--- src/rtl/ps2_pkg.sv ---
// ps2_pkg: constants shared by the PS/2 receiver and the downstream scan-code decoder.
//   PS2_FRAME_BITS : bits per PS/2 frame (start, 8 data, parity, stop)
//   SC_BREAK       : break (key release) prefix byte
//   SC_EXT         : extended-key prefix byte
package ps2_pkg;
    localparam int PS2_FRAME_BITS = 11;
    localparam logic [7:0] SC_BREAK = 8'hF0;
    localparam logic [7:0] SC_EXT   = 8'hE0;
endpackage

--- src/rtl/ps2_keyboard_rx_if.sv ---
// ps2_keyboard_rx_if: scan-code handshake between the PS/2 receiver and its consumer.
//   nextdata_n : active-low pop request from the consumer
//   data       : FIFO head byte, valid while ready=1
//   ready      : FIFO non-empty
//   overflow   : sticky, a valid byte was dropped on a full FIFO
//   frame_err  : one-cycle pulse per malformed frame
// master = receiver side, slave = consumer side.
interface ps2_keyboard_rx_if;
    logic       nextdata_n;
    logic [7:0] data;
    logic       ready;
    logic       overflow;
    logic       frame_err;

    modport master (
        input  nextdata_n,
        output data, ready, overflow, frame_err
    );

    modport slave (
        output nextdata_n,
        input  data, ready, overflow, frame_err
    );
endinterface

--- src/rtl/ps2_fifo.sv ---
// ps2_fifo: 8-bit synchronous scan-code FIFO with occupancy counter.
//   clock50   : clock, rising edge
//   clrn      : synchronous active-low reset (clears pointers, occupancy, storage, overflow)
//   push      : write push_data this cycle
//   push_data : byte to queue
//   pop       : advance the read pointer (ignored when empty)
//   head      : byte at the read pointer
//   ready     : FIFO non-empty
//   overflow  : sticky, set when a push is dropped
module ps2_fifo #(
    parameter int DEPTH = 8
) (
    input  logic       clock50,
    input  logic       clrn,
    input  logic       push,
    input  logic [7:0] push_data,
    input  logic       pop,
    output logic [7:0] head,
    output logic       ready,
    output logic       overflow
);
    localparam int AW = $clog2(DEPTH);

    logic [7:0]  mem [DEPTH];
    logic [AW-1:0] w_ptr;
    logic [AW-1:0] r_ptr;
    logic [AW:0]   cnt;
    logic          full;
    logic          pop_ok;
    logic          push_ok;

    assign full   = (cnt == (AW+1)'(DEPTH));
    assign pop_ok = pop && (cnt != '0);
    // A pop in the same cycle frees a slot, so a push into a full FIFO still lands.
    assign push_ok = push && (!full || pop_ok);

    always_ff @(posedge clock50) begin
        if (!clrn) begin
            w_ptr    <= '0;
            r_ptr    <= '0;
            cnt      <= '0;
            overflow <= 1'b0;
            for (int i = 0; i < DEPTH; i++) begin
                mem[i] <= 8'h00;
            end
        end else begin
            if (push_ok) begin
                mem[w_ptr] <= push_data;
                w_ptr      <= w_ptr + 1'b1;
            end
            if (pop_ok) begin
                r_ptr <= r_ptr + 1'b1;
            end
            case ({push_ok, pop_ok})
                2'b10:   cnt <= cnt + 1'b1;
                2'b01:   cnt <= cnt - 1'b1;
                default: cnt <= cnt;
            endcase
            if (push && !push_ok) begin
                overflow <= 1'b1;
            end
        end
    end

    assign head  = mem[r_ptr];
    assign ready = (cnt != '0);
endmodule

--- src/rtl/ps2_keyboard_rx.sv ---
// ps2_keyboard_rx: PS/2 keyboard receiver. Synchronises the PS/2 clock, deframes
// 11-bit frames on its falling edges, checks start/stop/odd parity and queues good
// scan codes for the consumer.
//   clock50  : system clock, at least 8x the PS/2 clock
//   clrn     : synchronous active-low reset
//   ps2_clk  : raw PS/2 clock pin (asynchronous)
//   ps2_data : raw PS/2 data pin
//   bus      : consumer handshake (nextdata_n / data / ready / overflow / frame_err)
module ps2_keyboard_rx
    import ps2_pkg::*;
#(
    parameter int FIFO_DEPTH  = 8,
    parameter int SYNC_STAGES = 3
) (
    input  logic               clock50,
    input  logic               clrn,
    input  logic               ps2_clk,
    input  logic               ps2_data,
    ps2_keyboard_rx_if.master  bus
);
    localparam logic [3:0] STOP_IDX = 4'(PS2_FRAME_BITS - 1);

    logic [SYNC_STAGES-1:0] sync;
    logic [3:0]             count;
    logic [9:0]             buffer;
    logic                   fall;
    logic                   frame_ok;
    logic                   push;
    logic                   frame_err;

    // Falling event: oldest stage still high, the one behind it already low.
    assign fall = sync[SYNC_STAGES-1] & ~sync[SYNC_STAGES-2];

    // Evaluated on the stop-bit event, where ps2_data is the stop bit itself.
    assign frame_ok = (buffer[0] == 1'b0) && ps2_data && (^buffer[9:1]);
    assign push     = fall && (count == STOP_IDX) && frame_ok;

    always_ff @(posedge clock50) begin
        if (!clrn) begin
            sync      <= '1;
            count     <= '0;
            buffer    <= '0;
            frame_err <= 1'b0;
        end else begin
            sync      <= {sync[SYNC_STAGES-2:0], ps2_clk};
            frame_err <= 1'b0;
            if (fall) begin
                if (count == STOP_IDX) begin
                    count     <= '0;
                    frame_err <= ~frame_ok;
                end else begin
                    buffer[count] <= ps2_data;
                    count         <= count + 1'b1;
                end
            end
        end
    end

    ps2_fifo #(
        .DEPTH (FIFO_DEPTH)
    ) u_fifo (
        .clock50   (clock50),
        .clrn      (clrn),
        .push      (push),
        .push_data (buffer[8:1]),
        .pop       (~bus.nextdata_n),
        .head      (bus.data),
        .ready     (bus.ready),
        .overflow  (bus.overflow)
    );

    assign bus.frame_err = frame_err;
endmodule

--- src/flat_wrapper.sv ---
// flat-port wrapper written by rule: the top's interface ports become plain ports
module ps2_keyboard_rx_flat import ps2_pkg::*;
#(
    parameter int FIFO_DEPTH  = 8,
    parameter int SYNC_STAGES = 3
)
  (clock50, clrn, ps2_clk, ps2_data, bus_nextdata_n, bus_data, bus_ready, bus_overflow, bus_frame_err);
  ps2_keyboard_rx_if bus_i ();
  input  logic clock50;
  input  logic clrn;
  input  logic ps2_clk;
  input  logic ps2_data;
  input wire logic [$bits(bus_i.nextdata_n)-1:0] bus_nextdata_n;
  output wire logic [$bits(bus_i.data)-1:0] bus_data;
  output wire logic [$bits(bus_i.ready)-1:0] bus_ready;
  output wire logic [$bits(bus_i.overflow)-1:0] bus_overflow;
  output wire logic [$bits(bus_i.frame_err)-1:0] bus_frame_err;
  assign bus_i.nextdata_n = bus_nextdata_n;
  assign bus_data = bus_i.data;
  assign bus_ready = bus_i.ready;
  assign bus_overflow = bus_i.overflow;
  assign bus_frame_err = bus_i.frame_err;
  ps2_keyboard_rx #(.FIFO_DEPTH(FIFO_DEPTH), .SYNC_STAGES(SYNC_STAGES)) u_core (.clock50(clock50), .clrn(clrn), .ps2_clk(ps2_clk), .ps2_data(ps2_data), .bus(bus_i));
endmodule
--- config.mk ---
export PLATFORM = sky130hd
export DESIGN_NAME = ps2_keyboard_rx_flat
export DESIGN_NICKNAME = d
export VERILOG_FILES = /design/src/rtl/ps2_pkg.sv /design/src/rtl/ps2_keyboard_rx_if.sv /design/src/rtl/ps2_fifo.sv /design/src/rtl/ps2_keyboard_rx.sv /design/src/flat_wrapper.sv
export SDC_FILE = /design/constraint.sdc
export NUM_CORES = 1
export LEC_CHECK = 0
export ABC_AREA = 1
export BUFFER_PORTS_ARGS = -buffer_cell sky130_fd_sc_hd__buf_2
export CORE_ASPECT_RATIO = 1.75
export CORE_UTILIZATION = 53
export CTS_CLUSTER_DIAMETER = 150
export DETAILED_ROUTE_END_ITERATION = 10
export PLACE_DENSITY_LB_ADDON = 0.15
export SYNTH_ARGS = -nofsm -noshare
export SYNTH_HDL_FRONTEND = slang
export SYNTH_SLANG_ARGS = --single-unit
export TNS_END_PERCENT = 30
--- constraint.sdc ---
create_clock -name clock50 -period 2.4 [get_ports clock50]
set_input_delay 0.48 -clock clock50 [delete_from_list [all_inputs] [get_ports clock50]]
set_output_delay 0.48 -clock clock50 [all_outputs]
set_load 0.1 [all_outputs]
==> results.json <==
{
  "relSlewSlack_pct": 58.02,
  "grt.busiest_layer": "met2",
  "synthCells": 496,
  "max-cap-violations": 0,
  "synthAdderAreaFrac_pct": 1.569,
  "worstSkewPairLatency_ns": 0.34,
  "hold_start": "ps2_clk",
  "start_kind": "flop",
  "fin_worst_skew_ns": 0.006595,
  "ys_warn_count": 0,
  "rsz0062_at_grt": "yes",
  "vias_per_cell": 5.518,
  "synth_seq_cells": 96,
  "violations": "design-rule violations",
  "hold_path.class": "in2reg",
  "clock.fmax_mhz": 433.4,
  "io_pins": 16,
  "setup_viol": 0,
  "synth_edf_count": 64,
  "grt_antenna_before_repair": 0,
  "p_leak_nw": 2.128,
  "dieArea_um2": 8813,
  "end_kind": "output pin",
  "rrSetupSlack_ns": 0.11,
  "synth_top_family_by_area": "simple AND/OR/NAND/NOR gates",
  "drtIter0Drc": 346,
  "rows": 44,
  "ir_worst_vdd_mv": 0.8488,
  "grt_pass1_wl_um": 15670,
  "r2r-start": "u_core.buffer[5]",
  "clk_pin_slew_ns": 0.06,
  "crit_required_ns": 1.92,
  "grt_overflow": 0,
  "hold_end": "u_core.sync[0]",
  "synth-compound-area-share_pct": 10.62,
  "timing_worst_setup_path_type": "reg2out",
  "first_pass_iters": 8,
  "wl_per_cell_um": 16.21,
  "start_util_pct": 54.09,
  "place_inst": 616,
  "grtUsageMet2_pct": 45.77,
  "ys_seq_area_share_pct": 57.37,
  "syn_nets": 506,
  "async_flop_share_pct": 0,
  "core_um2": 8258,
  "synth_xor_xnor_area_share_pct": 0.1961,
  "finalHoldWorstSlack_ns": 0.3211,
  "cts_buffers": 9,
  "synth_top_cell_by_area": "edfxtp_1",
  "r2r_cells": 17,
  "gp_congestion": 0.7933,
  "grt.met1_usage_pct": 25.16,
  "stdcell_count": 635,
  "tightest_slew_ns": 0.6290,
  "port_buffers": 15,
  "vias": 3504,
  "drive_gt1_share_pct": 21.18,
  "first_global_vias": 3282,
  "die_y_um": 123.4,
  "syn_area_um2": 4467,
  "synthMostInstantiatedCell": "nor2_1",
  "drt-total-wl_um": 10290,
  "synthTopCellsByArea": "edfxtp_1 (43%), dfxtp_1 (14%), nor2_1 (12%)",
  "synthSimpleGateAreaFrac_pct": 24.96,
  "globalRouteTotalUtil_pct": 24.56,
  "ant_nets": 0,
  "clock-root-buffer": "clkbuf_16",
  "worstPathArrival_ns": 1.83,
  "syn_avg_cell_area_um2": 9.006,
  "synth-main-ff-cell": "edfxtp_1",
  "fin_crit_sh_pct": 96.13,
  "area_growth_pct": 19.94,
  "hold_viol": 0,
  "hpwl_um": 7513,
  "worstReg2RegEnd": "u_core.u_fifo.cnt[2]",
  "yosysTopAreaCellShare_pct": 43.03,
  "drcViolationCount": 1,
  "synthMuxAreaShare_pct": 0,
  "synth_common_cells": "nor2_1 (139), nand2_1 (69), edfxtp_1 (64), o21ai_0 (46), inv_1 (33)",
  "htreeDepth": 3,
  "cts_buffer_depth": 2,
  "cts_sinks": 96,
  "status": "complete, but fails checks",
  "nNetsFinal": 549,
  "num_antenna_cells": 0,
  "powerDensity_nw_per_um2": 1136,
  "grt_max_degree": 29,
  "drv_slew": 0,
  "cp_max_fo": 10,
  "grtUsageMet3_pct": 3.586,
  "fp.dieW_um": 71.40,
  "holdPathStages": 2,
  "cts_tree": "yes",
  "period_minus_slack_ns": 2.307,
  "synth_cell_types": 31
}
## cell type report
cell class / instances / area [um^2]
timing repair buffer: 52 / 485.5
fill: 683 / 2900
clock inverter: 3 / 67.56
inverter: 35 / 131.4
clock buffer: 12 / 236.5
multi-input combinational: 345 / 1755
tap: 92 / 115.1
sequential: 96 / 2566
## flip-flops by register name, summed over array words and instances, names as in the netlist, named ones only
register                cells
u_core.u_fifo.cnt           4
u_core.sync                 3
u_core.bus.frame_err        1
u_core.u_fifo.mem          64
u_core.buffer              10
u_core.count                4
u_core.u_fifo.w_ptr         3
u_core.u_fifo.overflow      1
u_core.u_fifo.r_ptr         3
## layer usage
metal,part of all wire [%],wire length (um)
met1,37,3794
met2,56,5798
met3,2.9,301
met4,3.9,397
met5,0,0
## cells in the final DEF (no fill, tap or decap), types with 3 or more instances in the layout
cell / count
nor2_1: 137
edfxtp_1: 64
nand2_1: 63
o21ai_0: 46
buf_4: 36
dfxtp_1: 29
inv_1: 25
a21oi_1: 23
inv_2: 10
nand3_1: 10
o22ai_1: 9
clkbuf_16: 9
buf_12: 9
nand2_2: 8
a31oi_2: 8
nand2_4: 7
nor3_1: 7
buf_2: 7
nor2_2: 5
nand4_1: 3
ha_1: 3
dfxtp_2: 3
clkbuf_1: 3
## timing repair
item / 4_1_cts / 5_1_grt
hold buffers: 0 / 0
cloned: 0 / 0
setup endpoints to repair: 8 / 46
pin swaps: 0 / 2
buffers inserted: 0 / 4
hold endpoints to repair: 0 / 0
resized for setup: 3 / 24
## metrics by stage
| stage | cell area [um^2] | setup TNS [ns] | total power [W] | utilization [%] | setup slack [ns] |
|---|---|---|---|---|---|
| after global routing | 5358 | -0.2665 | 0.006329 | 64.88 | -0.1029 |
| final | 5358 | 0 | 0.006086 | 64.88 | 0.09277 |
| after global placement | 4945 | 0 | 0.004487 | 59.88 | 0.09840 |
| after detailed placement | 4945 | -0.02137 | 0.004528 | 59.88 | -0.02137 |
| after CTS | 5253 | 0 | 0.006002 | 63.61 | 0.005941 |
| after floorplan | 4479 | -3.995 | 0.003655 | - | -0.6260 |
## kinds of logic (layout without fill, tap and decap cells)
family,after synthesis,after routing
adders and majority gates,5,5
AOI/OAI and AO/OA,89,89
buffers and inverters,55,102
and+or+nand+nor,250,250
xor gates and xnor gates,1,1
DFF,96,96
## where the power goes
part | total [W] | switching [W] | internal [W]
logic | 0.00264 | 0.00176 | 0.000880
registers | 0.00195 | 0.0000874 | 0.00187
clock network | 0.00149 | 0.000581 | 0.000909
total | 0.00609 | 0.00243 | 0.00366
## worst max-delay path, cell delays in order (launching register included)
cell and delay (ns):
dfxtp_2 0.40, buf_4 0.18, o21ai_0 0.13, o22ai_1 0.21
nor2_1 0.08, a31oi_1 0.27, buf_12 0.21
## worst max path at each step
stage                     startpoint              endpoint  slack, ns
finish                          flop           bus_data[4]       0.09
global route        u_core.buffer[5]  u_core.u_fifo.cnt[3]      -0.10
CTS                             flop           bus_data[3]      0.006
detailed placement  u_core.buffer[3]  u_core.u_fifo.cnt[3]      -0.02
global placement    u_core.buffer[8]  u_core.u_fifo.cnt[3]        0.1
floorplan                       flop           bus_data[3]      -0.63
Note: power is estimated with default switching activity, not from simulation.
